`config.mk`:
```
export PLATFORM = sky130hd
export DESIGN_NAME = lock_ctrl
export DESIGN_NICKNAME = d
export VERILOG_FILES = /design/src/rtl/lock_ctrl_pkg.sv /design/src/rtl/lock_ctrl_btn_edge.sv /design/src/rtl/lock_ctrl.sv
export SDC_FILE = /design/constraint.sdc
export NUM_CORES = 1
export LEC_CHECK = 0
export BUFFER_PORTS_ARGS = -buffer_cell sky130_fd_sc_hd__buf_4
export CAP_MARGIN = 20
export CORE_UTILIZATION = 30
export CTS_CLUSTER_SIZE = 24
export DETAILED_ROUTE_END_ITERATION = 8
export PLACE_DENSITY = 0.45
export SLEW_MARGIN = 20
export SYNTH_ARGS = -nofsm -noshare
export SYNTH_HDL_FRONTEND = slang
export SYNTH_SLANG_ARGS = --single-unit
```
`constraint.sdc`:
```
create_clock -name clk -period 1.9 [get_ports clk]
set_input_delay 0.38 -clock clk [delete_from_list [all_inputs] [get_ports clk]]
set_output_delay 0.38 -clock clk [all_outputs]
set_load 0.02 [all_outputs]
```
`src/rtl/lock_ctrl_pkg.sv`:
```
// Shared types for the two-button combination lock controller.
// State encodings, digit values and the timer-width helper.
package lock_ctrl_pkg;

   typedef enum logic [2:0] {
      S_IDLE    = 3'd0,
      S_ENTRY   = 3'd1,
      S_OPEN    = 3'd2,
      S_PROG    = 3'd3,
      S_LOCKOUT = 3'd4
   } state_e;

   localparam logic DIGIT0 = 1'b0;
   localparam logic DIGIT1 = 1'b1;

   function automatic int tmr_w(input int a, input int b, input int c);
      int m;
      m = a;
      if (b > m) m = b;
      if (c > m) m = c;
      return (m < 2) ? 1 : $clog2(m);
   endfunction

endpackage

```
`src/rtl/lock_ctrl_btn_edge.sv`:
```
// Rising-edge press detector for the two lock buttons.
// Registers start high so a button held through reset is not a press.
module btn_edge
   import lock_ctrl_pkg::*;
(
   input  logic clk,
   input  logic rst,
   input  logic b0,
   input  logic b1,
   output logic press0,
   output logic press1,
   output logic digit_valid,
   output logic digit
);

   logic b0_q;
   logic b1_q;

   always_ff @(posedge clk) begin
      if (!rst) begin
         b0_q <= 1'b1;
         b1_q <= 1'b1;
      end else begin
         b0_q <= b0;
         b1_q <= b1;
      end
   end

   assign press0 = b0 & ~b0_q;
   assign press1 = b1 & ~b1_q;

   // simultaneous presses cancel out
   assign digit_valid = press0 ^ press1;
   assign digit       = press1 ? DIGIT1 : DIGIT0;

endmodule

```
`src/rtl/lock_ctrl.sv`:
```
// Combination lock sequencer: code entry, open hold,
// reprogramming and failed-attempt lockout.
module lock_ctrl
   import lock_ctrl_pkg::*;
#(
   parameter int                  CODE_LEN       = 5,
   parameter logic [CODE_LEN-1:0] RESET_CODE     = 5'b10010,
   parameter int                  MAX_FAIL       = 3,
   parameter int                  OPEN_CYCLES    = 500,
   parameter int                  LOCKOUT_CYCLES = 1000,
   parameter int                  TIMEOUT_CYCLES = 200
) (
   input  logic       clk,
   input  logic       rst,
   input  logic       b0,
   input  logic       b1,
   input  logic       prog,
   output logic       unlock,
   output logic       alarm,
   output logic [2:0] fail_cnt,
   output logic [2:0] debugstate
);

   localparam int TW = tmr_w(OPEN_CYCLES, LOCKOUT_CYCLES, TIMEOUT_CYCLES);
   localparam int CW = $clog2(CODE_LEN + 1);

   localparam logic [TW-1:0] OPEN_END = TW'(OPEN_CYCLES - 1);
   localparam logic [TW-1:0] LOCK_END = TW'(LOCKOUT_CYCLES - 1);
   localparam logic [TW-1:0] TO_END   = TW'(TIMEOUT_CYCLES - 1);

   state_e              state_q, state_d;
   logic [CODE_LEN-1:0] shift_q, shift_d;
   logic [CODE_LEN-1:0] code_q, code_d;
   logic [CW-1:0]       cnt_q, cnt_d;
   logic [TW-1:0]       tmr_q, tmr_d;
   logic [2:0]          fail_q, fail_d;
   logic                unlock_q, alarm_q;

   logic                dv, digit;
   logic                p0_unused, p1_unused;
   logic [CODE_LEN-1:0] entry_nx;
   logic [2:0]          fail_inc;
   logic                last;

   btn_edge u_btn (
      .clk         (clk),
      .rst         (rst),
      .b0          (b0),
      .b1          (b1),
      .press0      (p0_unused),
      .press1      (p1_unused),
      .digit_valid (dv),
      .digit       (digit)
   );

   assign entry_nx = {shift_q[CODE_LEN-2:0], digit};
   assign fail_inc = fail_q + 3'd1;
   assign last     = (cnt_q == CW'(CODE_LEN - 1));

   always_comb begin
      state_d = state_q;
      shift_d = shift_q;
      code_d  = code_q;
      cnt_d   = cnt_q;
      fail_d  = fail_q;
      tmr_d   = tmr_q + 1'b1;
      unique case (state_q)
         S_IDLE: begin
            tmr_d = '0;
            if (dv) begin
               shift_d = {{(CODE_LEN-1){1'b0}}, digit};
               cnt_d   = CW'(1);
               state_d = S_ENTRY;
            end
         end
         S_ENTRY, S_PROG: begin
            if (dv) begin
               tmr_d = '0;
               if (!last) begin
                  shift_d = entry_nx;
                  cnt_d   = cnt_q + 1'b1;
               end else if (state_q == S_PROG) begin
                  code_d  = entry_nx;
                  state_d = S_IDLE;
               end else if (entry_nx == code_q) begin
                  fail_d  = '0;
                  state_d = S_OPEN;
               end else begin
                  fail_d  = fail_inc;
                  state_d = (fail_inc == 3'(MAX_FAIL)) ? S_LOCKOUT : S_IDLE;
               end
            end else if (tmr_q == TO_END) begin
               state_d = S_IDLE;
            end
         end
         S_OPEN: begin
            // expiry beats prog, prog beats a manual relock
            if (tmr_q == OPEN_END) state_d = S_IDLE;
            else if (prog)         state_d = S_PROG;
            else if (dv)           state_d = S_IDLE;
         end
         S_LOCKOUT: begin
            if (tmr_q == LOCK_END) begin
               fail_d  = '0;
               state_d = S_IDLE;
            end
         end
         default: state_d = S_IDLE;
      endcase
      if (state_d != state_q) tmr_d = '0;
      if (state_d != S_ENTRY && state_d != S_PROG) begin
         shift_d = '0;
         cnt_d   = '0;
      end
   end

   always_ff @(posedge clk) begin
      if (!rst) begin
         state_q  <= S_IDLE;
         shift_q  <= '0;
         code_q   <= RESET_CODE;
         cnt_q    <= '0;
         tmr_q    <= '0;
         fail_q   <= '0;
         unlock_q <= 1'b0;
         alarm_q  <= 1'b0;
      end else begin
         state_q  <= state_d;
         shift_q  <= shift_d;
         code_q   <= code_d;
         cnt_q    <= cnt_d;
         tmr_q    <= tmr_d;
         fail_q   <= fail_d;
         unlock_q <= (state_d == S_OPEN);
         alarm_q  <= (state_d == S_LOCKOUT);
      end
   end

   assign unlock     = unlock_q;
   assign alarm      = alarm_q;
   assign fail_cnt   = fail_q;
   assign debugstate = state_q;

endmodule
```
Word-level counts from Yosys, hierarchy flattened

Cells that the tools add are included.
W data, S select, Z words.

$add $sub $neg: 3
Equality and inequality tests: 21
Mux-type cells: 29
Bitwise gates (word level): 6
Reduce and logical (&&, ||, !) cells: 10

Operators by type and width:

| operator                | count |
|---|---|
| $mux W3                 | 19 |
| $pmux W10 S2            | 1 |
| $eq A3 B2 Y1 const B    | 4 |
| $mux W4                 | 3 |
| $ne A2 B2 Y1 const B    | 6 |
| $pmux W3 S2             | 2 |
| $pmux W3 S4             | 1 |
| $add A10 B1 Y10 const B | 1 |
| $eq A10 B10 Y1 const B  | 1 |
| $eq A10 B8 Y1 const B   | 1 |
| $eq A10 B9 Y1 const B   | 1 |
| $mux W10                | 1 |
| $eq A3 B3 Y1 const B    | 3 |
| $pmux W4 S2             | 1 |
| $reduce_and A4 Y1       | 2 |
| $add A3 B1 Y3 const B   | 2 |
| $reduce_or A2 Y1        | 3 |
| $eq A5 B5 Y1            | 1 |
| $reduce_and A5 Y1       | 1 |
| $reduce_bool A2 Y1      | 2 |
| $eq A3 B1 Y1 const B    | 1 |
| $logic_not A3 Y1        | 1 |
| $ne A3 B1 Y1 const B    | 1 |
| $ne A3 B2 Y1 const B    | 1 |
| other kinds (6)         | 9 |

Bits in registers: 32
Input bits: 5
Output and inout port bits: 8
Logic and storage cells: 79

Logic depth before layout (Yosys ltp)

Gate-level depths: netlist of run 1.

Depth in word-level cells: 12
Mapped depth: 7
Mapped depth without buffers: 7

By module

From an unflattened synthesis of run 1, not the netlist that was laid out.

Cells, all modules: 183
Area total of the unflattened synthesis: 1606.5 µm²

By module, submodules not included:

| module    | times used | cells an instance | area each (µm²) | seq. area each (µm²) |
|---|---|---|---|---|
| lock_ctrl | 1          | 175               | 1510.2          | 600.6 |
| btn_edge  | 1          | 8                 | 96.3            | 40.0 |

Least setup slack after synthesis of run 1

No wires, ideal clock.

Path kind: input to register
Start: in b0
End: reg tmr_q[2]
Library setup time: 0.142 ns
Arrival time: 1.791 ns
Data required time: 1.758 ns
Setup slack: -0.033 ns
Stages: 5
Buffers on the path: 0
Cell sequence: and2b_2 -> xnor2_4 -> mux2_2 -> a211oi_2 -> nor3_1

Word-level cells in the longest chain between the ends: 8

RTL lines:

| element                           | line                     | RTL |
|---|---|---|
| start, declared                   | lock_ctrl.sv:15          | `input logic b0,` |
| $and A1 B1 Y1 *                   | lock_ctrl_btn_edge.sv:29 | `assign press0 = b0 & ~b0_q;` |
| $xor A1 B1 Y1 *                   | lock_ctrl_btn_edge.sv:33 | `assign digit_valid = press0 ^ press1;` |
| $mux W3                           | lock_ctrl.sv:100         | `else if (dv) state_d = S_IDLE;` |
| $mux W3                           | lock_ctrl.sv:99          | `else if (prog) state_d = S_PROG;` |
| $mux W3                           | lock_ctrl.sv:98          | `if (tmr_q == OPEN_END) state_d = S_IDLE;` |
| $pmux W3 S4                       | lock_ctrl.sv:67          | `unique case (state_q)` |
| $ne A3 B3 Y1                      | lock_ctrl.sv:110         | `if (state_d != state_q) tmr_d = '0;` |
| $reduce_or A2 Y1 (no source line) | -                        |  |
| end signal, assigned              | lock_ctrl.sv:132         | `tmr_q <= tmr_d;` |
| end, declared                     | lock_ctrl.sv:35          | `logic [TW-1:0] tmr_q, tmr_d;` |

Mark *: on every way between the ends. The rest lies on a longest branch, timed or not.
A chain may end at the register's enable or synchronous reset.

Worst setup path after layout of run 1

Start: reg tmr_q[0]
End: reg tmr_q[6]

Word-level cells in the longest chain between the ends: 6

RTL lines:

| element                           | line             | RTL |
|---|---|---|
| $eq A10 B8 Y1                     | lock_ctrl.sv:92  | `end else if (tmr_q == TO_END) begin` |
| $mux W3                           | lock_ctrl.sv:92  |  |
| $mux W3                           | lock_ctrl.sv:77  | `if (dv) begin` |
| $pmux W3 S4                       | lock_ctrl.sv:67  |  |
| $ne A3 B3 Y1                      | lock_ctrl.sv:110 |  |
| $reduce_or A2 Y1 (no source line) | -                |  |

Parallel ways exist; a longest one is shown, timed or not.

==> impl_metrics.env, run 1 <==
export IMPL_ys_types=46
export IMPL_diodes=0
export IMPL_track_usage_pct=14.4
export IMPL_final_area_mm2=0.00207
export IMPL_insertion_delay_ns=0.28
export IMPL_yosysWarnings=0
export IMPL_io_pins=13
export IMPL_dp_hpwl_mm=2.77
export IMPL_synth_flop_cell="dfxtp_1"
export IMPL_cp_required_ns=2.06
export IMPL_endpoint_kind="register"
export IMPL_ir_drop_v=0.000282
export IMPL_skew_ns=0.00639
export IMPL_status="finished, final reports clean"
export IMPL_synth_top_area_share_pct=39.6
export IMPL_die_x_um=75.4
export IMPL_tns_ns=0
export IMPL_powerDensity_mw_per_mm2=721
export IMPL_critical_path_class="reg2reg"
export IMPL_gp_congestion=0.791
export IMPL_grt_start_max_net_pins=13
export IMPL_remaining_drc_errors=0
export IMPL_setup_violations=0
export IMPL_drive_above_1_share_pct=26.3
export IMPL_die_h_um=75.4
export IMPL_fin_cells=275
export IMPL_nets=214
export IMPL_max_slew_margin_pct=72.5
export IMPL_ant_nets=0
export IMPL_report_final_hold_viol_count=0
export IMPL_cts_root_buf="clkbuf_8"
export IMPL_yosysSeqAreaShare_pct=39.6
export IMPL_synth_top_area_cell="dfxtp_1"
export IMPL_start_kind="register"
export IMPL_cts_made_buffers=5
export IMPL_avgViaCountPerCell=5.03
export IMPL_fillers=546
export IMPL_period_share_pct=95.2
export IMPL_hold_slack_ns=0.296
export IMPL_firstDrtPassIters=4
export IMPL_ys_seq_elements=32
export IMPL_grt_ovfl_total=0
export IMPL_max_freq_mhz=553
export IMPL_tightest_slew_ns=0.409
export IMPL_hp_class="in2reg"
export IMPL_synth_fp_nets=182
export IMPL_clock_sinks=32
export IMPL_syn2layout_area_growth_pct=27.8
export IMPL_drt_iter0_markers=78
export IMPL_asyncSetResetFlopFracSynth_pct=0
export IMPL_place_ws_ns=-0.0680
export IMPL_final_cell_mix="30 x dfxtp_1, 30 x buf_4, 16 x nor3_1"
export IMPL_grt_pass1_vias=1345
export IMPL_critPathMaxFanout=10
export IMPL_worst_slack_ns=0.0903
export IMPL_grt_setup_unrepaired="no"
export IMPL_dieArea_mm2=0.00569
export IMPL_dp_cells=267
export IMPL_mappedNetlistArea_mm2=0.00162
export IMPL_routed_wl_mm=3.66
export IMPL_grt_pass1_wl_mm=6.13
export IMPL_dpl_cell_area_mm2=0.00194
export IMPL_crit_arrival_ns=1.97
export IMPL_synth_area_leaders="dfxtp_1 40%, mux2i_1 6.8%, nor3_1 4.9%"
export IMPL_drv_slew=0
export IMPL_tritoncts="yes"
export IMPL_syn_inst=172
export IMPL_antenna_found_initial=0
export IMPL_post_drt_wl_per_cell_um=13.3
export IMPL_fin_crit_ns=1.81
export IMPL_clk_path_buf_depth=2
export IMPL_numPortBuffers=12
export IMPL_p_leak_nw=0.807
export IMPL_start_util_pct=31.5
export IMPL_hold_buffers=0
export IMPL_avgSynthCellArea_um2=9.41
export IMPL_row_count=26
export IMPL_cap_violations=0
export IMPL_num_vias=1384
export IMPL_synth_edf_count=0
export IMPL_coreArea_mm2=0.00514
export IMPL_ctsHtreeMaxLevel=2
export IMPL_clk_pin_slew_ns=0.07
report_power, final:
| part | switching [mW] | internal (mW) |
|---|---|---|
| combinational | 0.0867 | 0.0801 |
| sequential | 0.00821 | 0.681 |
| clock | 0.247 | 0.389 |
| total | 0.342 | 1.15 |
stage by stage:
step	util, %	total power, mW
final	40.2	1.49
after global routing	40.2	1.56
after CTS	39.9	1.51
after detailed placement	37.7	0.868
after global placement	37.7	0.864
after floorplan	-	0.794
final timing paths:
path / slack [ns] / cells after the start / startpoint / to
setup / recovery: 0.09 / 7 / tmr_q[0] / tmr_q[6]
hold / removal: 0.30 / 2 / b1 / u_btn.b1_q
setup reg to reg: 0.09 / 7 / tmr_q[0] / tmr_q[6]
hold reg to reg: 0.50 / 2 / cnt_q[1] / cnt_q[1]
worst max-delay path, cell delays in order (launching register included):
cell and delay, ns:
dfxtp_2 0.34, ha_2 0.19, and4bb_2 0.24, nand4_1 0.13, mux2_4 0.32, a211oi_4 0.25
buf_12 0.16, nor3_1 0.05
flip-flops by register name, summed over array words and instances, names as in the netlist:
name	flops
unlock	1
alarm	1
shift_q	4
cnt_q	3
code_q	5
fail_cnt	3
u_btn.b0_q	1
u_btn.b1_q	1
debugstate	3
tmr_q	10
synth_stat cells, drive strengths merged, types with 2 or more instances:
library cell   n
nor2           9
mux2i         11
a21oi          2
xor2           7
nand4          2
o211ai         2
nand3          9
xnor2          7
or3            3
ha             5
nor3b          3
inv            5
dfxtp         32
o21a           4
a211oi         2
o31ai          2
buf            2
nand2b         7
nand2          8
and3           4
clkbuf         5
nor4           4
and2b          2
and2           3
nor3          17
logic make-up after synthesis:
logic type / after synthesis / share of synthesized area, %
and+or+nand+nor: 77 / 27.1
DFF: 32 / 39.6
AOI/OAI and AO/OA: 20 / 10.4
xor gates and xnor gates: 14 / 8.74
buffers and inverters: 12 / 2.86
muxes: 12 / 7.50
adders and majority gates: 5 / 3.87
repair_timing:
| item | CTS | global route |
|---|---|---|
| gates resized for setup | 2 | 5 |
| endpoints found under the hold margin | 0 | 0 |
| buffers inserted | 0 | 0 |
| endpoints found under the setup margin | 10 | 14 |
| pin swaps | 0 | 2 |
layer usage:
layer / track usage (%) / vias up / share of wire (%)
li1: - / 689 / -
met1: 18.3 / 668 / 46
met2: 22.9 / 22 / 48
met3: 4.23 / 5 / 4.3
met4: 5.76 / 0 / 1.3
met5: 0 / - / 0
cell type report:
type / count / area (µm²) / area share [%]
sequential: 32 / 643 / 31.1
inverter: 5 / 18.8 / 0.908
tap: 70 / 87.6 / 4.24
multi-input combinational: 128 / 953 / 46.1
timing repair buffer: 32 / 256 / 12.4
clock inverter: 2 / 35.0 / 1.69
clock buffer: 6 / 72.6 / 3.51
Note: power is estimated with default switching activity, not from simulation.
==> run 2, diff against run 1 <==
Settings changed: CORE_UTILIZATION 30 to 52, CTS_CLUSTER_DIAMETER from default to 30, PLACE_DENSITY 0.45 to 0.71.
==> impl_metrics.env, run 2 (synthesis gave the netlist of run 1 again) <==
export IMPL_status="complete, but fails checks"
export IMPL_violations="design-rule violations"
export IMPL_drt_iter0_markers=76
export IMPL_cts_root_buf="clkbuf_4"
export IMPL_top_regs="tmr_q (10), code_q (5), shift_q (4)"
export IMPL_hold_slack_ns=0.236
export IMPL_firstDrtPassIters=6
export IMPL_min_to="u_btn.b1_q"
export IMPL_cp_startpoint="tmr_q[1]"
export IMPL_post_drt_wl_per_cell_um=14.5
export IMPL_routed_wl_mm=3.44
export IMPL_grt_ovfl_total=0
export IMPL_fillers=235
export IMPL_grt_pass1_vias=1287
export IMPL_worst_slack_ns=0.0635
export IMPL_dpl_cell_area_mm2=0.00188
export IMPL_io_pins=13
export IMPL_critPathMaxFanout=10
export IMPL_max_slew_margin_pct=71.2
export IMPL_final_util_pct=69.6
export IMPL_setup_violations=0
export IMPL_grt_setup_unrepaired="yes"
export IMPL_row_count=19
export IMPL_die_x_um=57.8
export IMPL_skew_ns=0.00554
export IMPL_whs_path_depth=2
export IMPL_r2r_end="tmr_q[7]"
export IMPL_numPortBuffers=12
export IMPL_track_usage_pct=23.0
export IMPL_drv_slew=0
export IMPL_dieArea_mm2=0.00334
export IMPL_max_freq_mhz=545
export IMPL_dp_cells=227
export IMPL_ctsHtreeMaxLevel=2
export IMPL_antenna_found_initial=0
export IMPL_regMostFlops="tmr_q"
export IMPL_tightest_slew_ns=0.426
export IMPL_final_area_mm2=0.00199
export IMPL_largest_reg_flops=10
export IMPL_critical_path_class="reg2reg"
export IMPL_clk_pin_slew_ns=0.09
export IMPL_clock_sinks=32
export IMPL_nets=215
export IMPL_crit_arrival_ns=2.06
export IMPL_start_kind="register"
export IMPL_p_leak_nw=0.794
export IMPL_period_share_pct=96.7
export IMPL_hold_buffers=0
export IMPL_syn2layout_area_growth_pct=22.8
export IMPL_grt_pass1_wl_mm=5.76
export IMPL_start_util_pct=56.7
export IMPL_endpoint_kind="register"
export IMPL_cts_made_buffers=5
export IMPL_rr_startpoint="tmr_q[1]"
export IMPL_place_ws_ns=-0.0638
export IMPL_dp_hpwl_mm=2.50
export IMPL_max_stage_delay_ns=0.35
export IMPL_mostFrequentLayoutCell="buf_4"
export IMPL_clk_path_buf_depth=2
export IMPL_die_h_um=57.8
export IMPL_cp_required_ns=2.12
export IMPL_diodes=0
export IMPL_ant_nets=0
export IMPL_fin_crit_ns=1.84
export IMPL_remaining_drc_errors=1
export IMPL_powerDensity_mw_per_mm2=635
export IMPL_final_cell_mix="32 x buf_4, 29 x dfxtp_1, 15 x nor3_1"
export IMPL_r2r_slack_ns=0.06
export IMPL_hold_start="b1"
export IMPL_insertion_delay_ns=0.34
export IMPL_num_vias=1394
export IMPL_r2r_cells=7
export IMPL_avgViaCountPerCell=5.88
export IMPL_tritoncts="yes"
export IMPL_report_final_hold_viol_count=0
export IMPL_hp_class="in2reg"
export IMPL_grt_start_max_net_pins=13
export IMPL_coreArea_mm2=0.00285
export IMPL_crit_chain="ha_1, and4bb_2, nand4_1, mux2_4, a211oi_4, buf_12, nor3_1"
export IMPL_gp_congestion=0.880
export IMPL_cap_violations=0
export IMPL_drive_above_1_share_pct=27.7
export IMPL_slowest_stage="dfxtp_2"
export IMPL_fin_cells=237
export IMPL_tns_ns=0
export IMPL_total_power_mw=1.26
export IMPL_ir_drop_v=0.000450
## run 2: worst max path at each step
stage | endpoint | slack [ns] | depth (start not counted)
final | tmr_q[7] | 0.06 | 7
after global routing | tmr_q[7] | -0.02 | 7
after CTS | tmr_q[7] | 0.03 | 7
after detailed placement | fail_cnt[2] | -0.06 | 6
after global placement | fail_cnt[2] | -0.05 | 6
after floorplan | code_q[1] | -0.0007 | 7
## run 2: final cells by class
type,instances,area [µm²],share of cell area (%)
clock buffers,8,58.8,2.96
inverters,5,18.8,0.945
flip-flops and latches,32,644,32.4
repair buffers,33,260,13.1
multi-input cells,128,966,48.6
well taps,31,38.8,1.95
## run 2: report_power, final
part | internal [mW] | switching (mW) | leakage [nW]
clock network | 0.182 | 0.222 | 0.0326
registers | 0.680 | 0.00756 | 0.260
logic | 0.0814 | 0.0881 | 0.501
total | 0.944 | 0.318 | 0.794
## run 2: what timing repair did
item | 4_1_cts | 5_1_grt
gates resized for setup | 0 | 9
setup endpoints to repair | 0 | 18
buffers inserted | 0 | 2
## run 2: per-layer routing
metal  routed length, µm  up-vias  GRT usage [%]  part of all wire, %
met5                   0        -              0                    0
met4                  57        0           8.50                  1.7
met3                 173       11           6.70                  5.0
met2                1610       46           36.7                   47
met1                1600      651           29.6                   47
li1                    -      686              -                    -
## run 2: critical path: cells and delay by family (launching register included)
family | cells | cell delay (ns)
mux | 1 | 0.31
buf+inv | 1 | 0.17
fa+ha+maj | 1 | 0.17
flops | 1 | 0.35
simple gates | 3 | 0.43
compound gates | 1 | 0.30
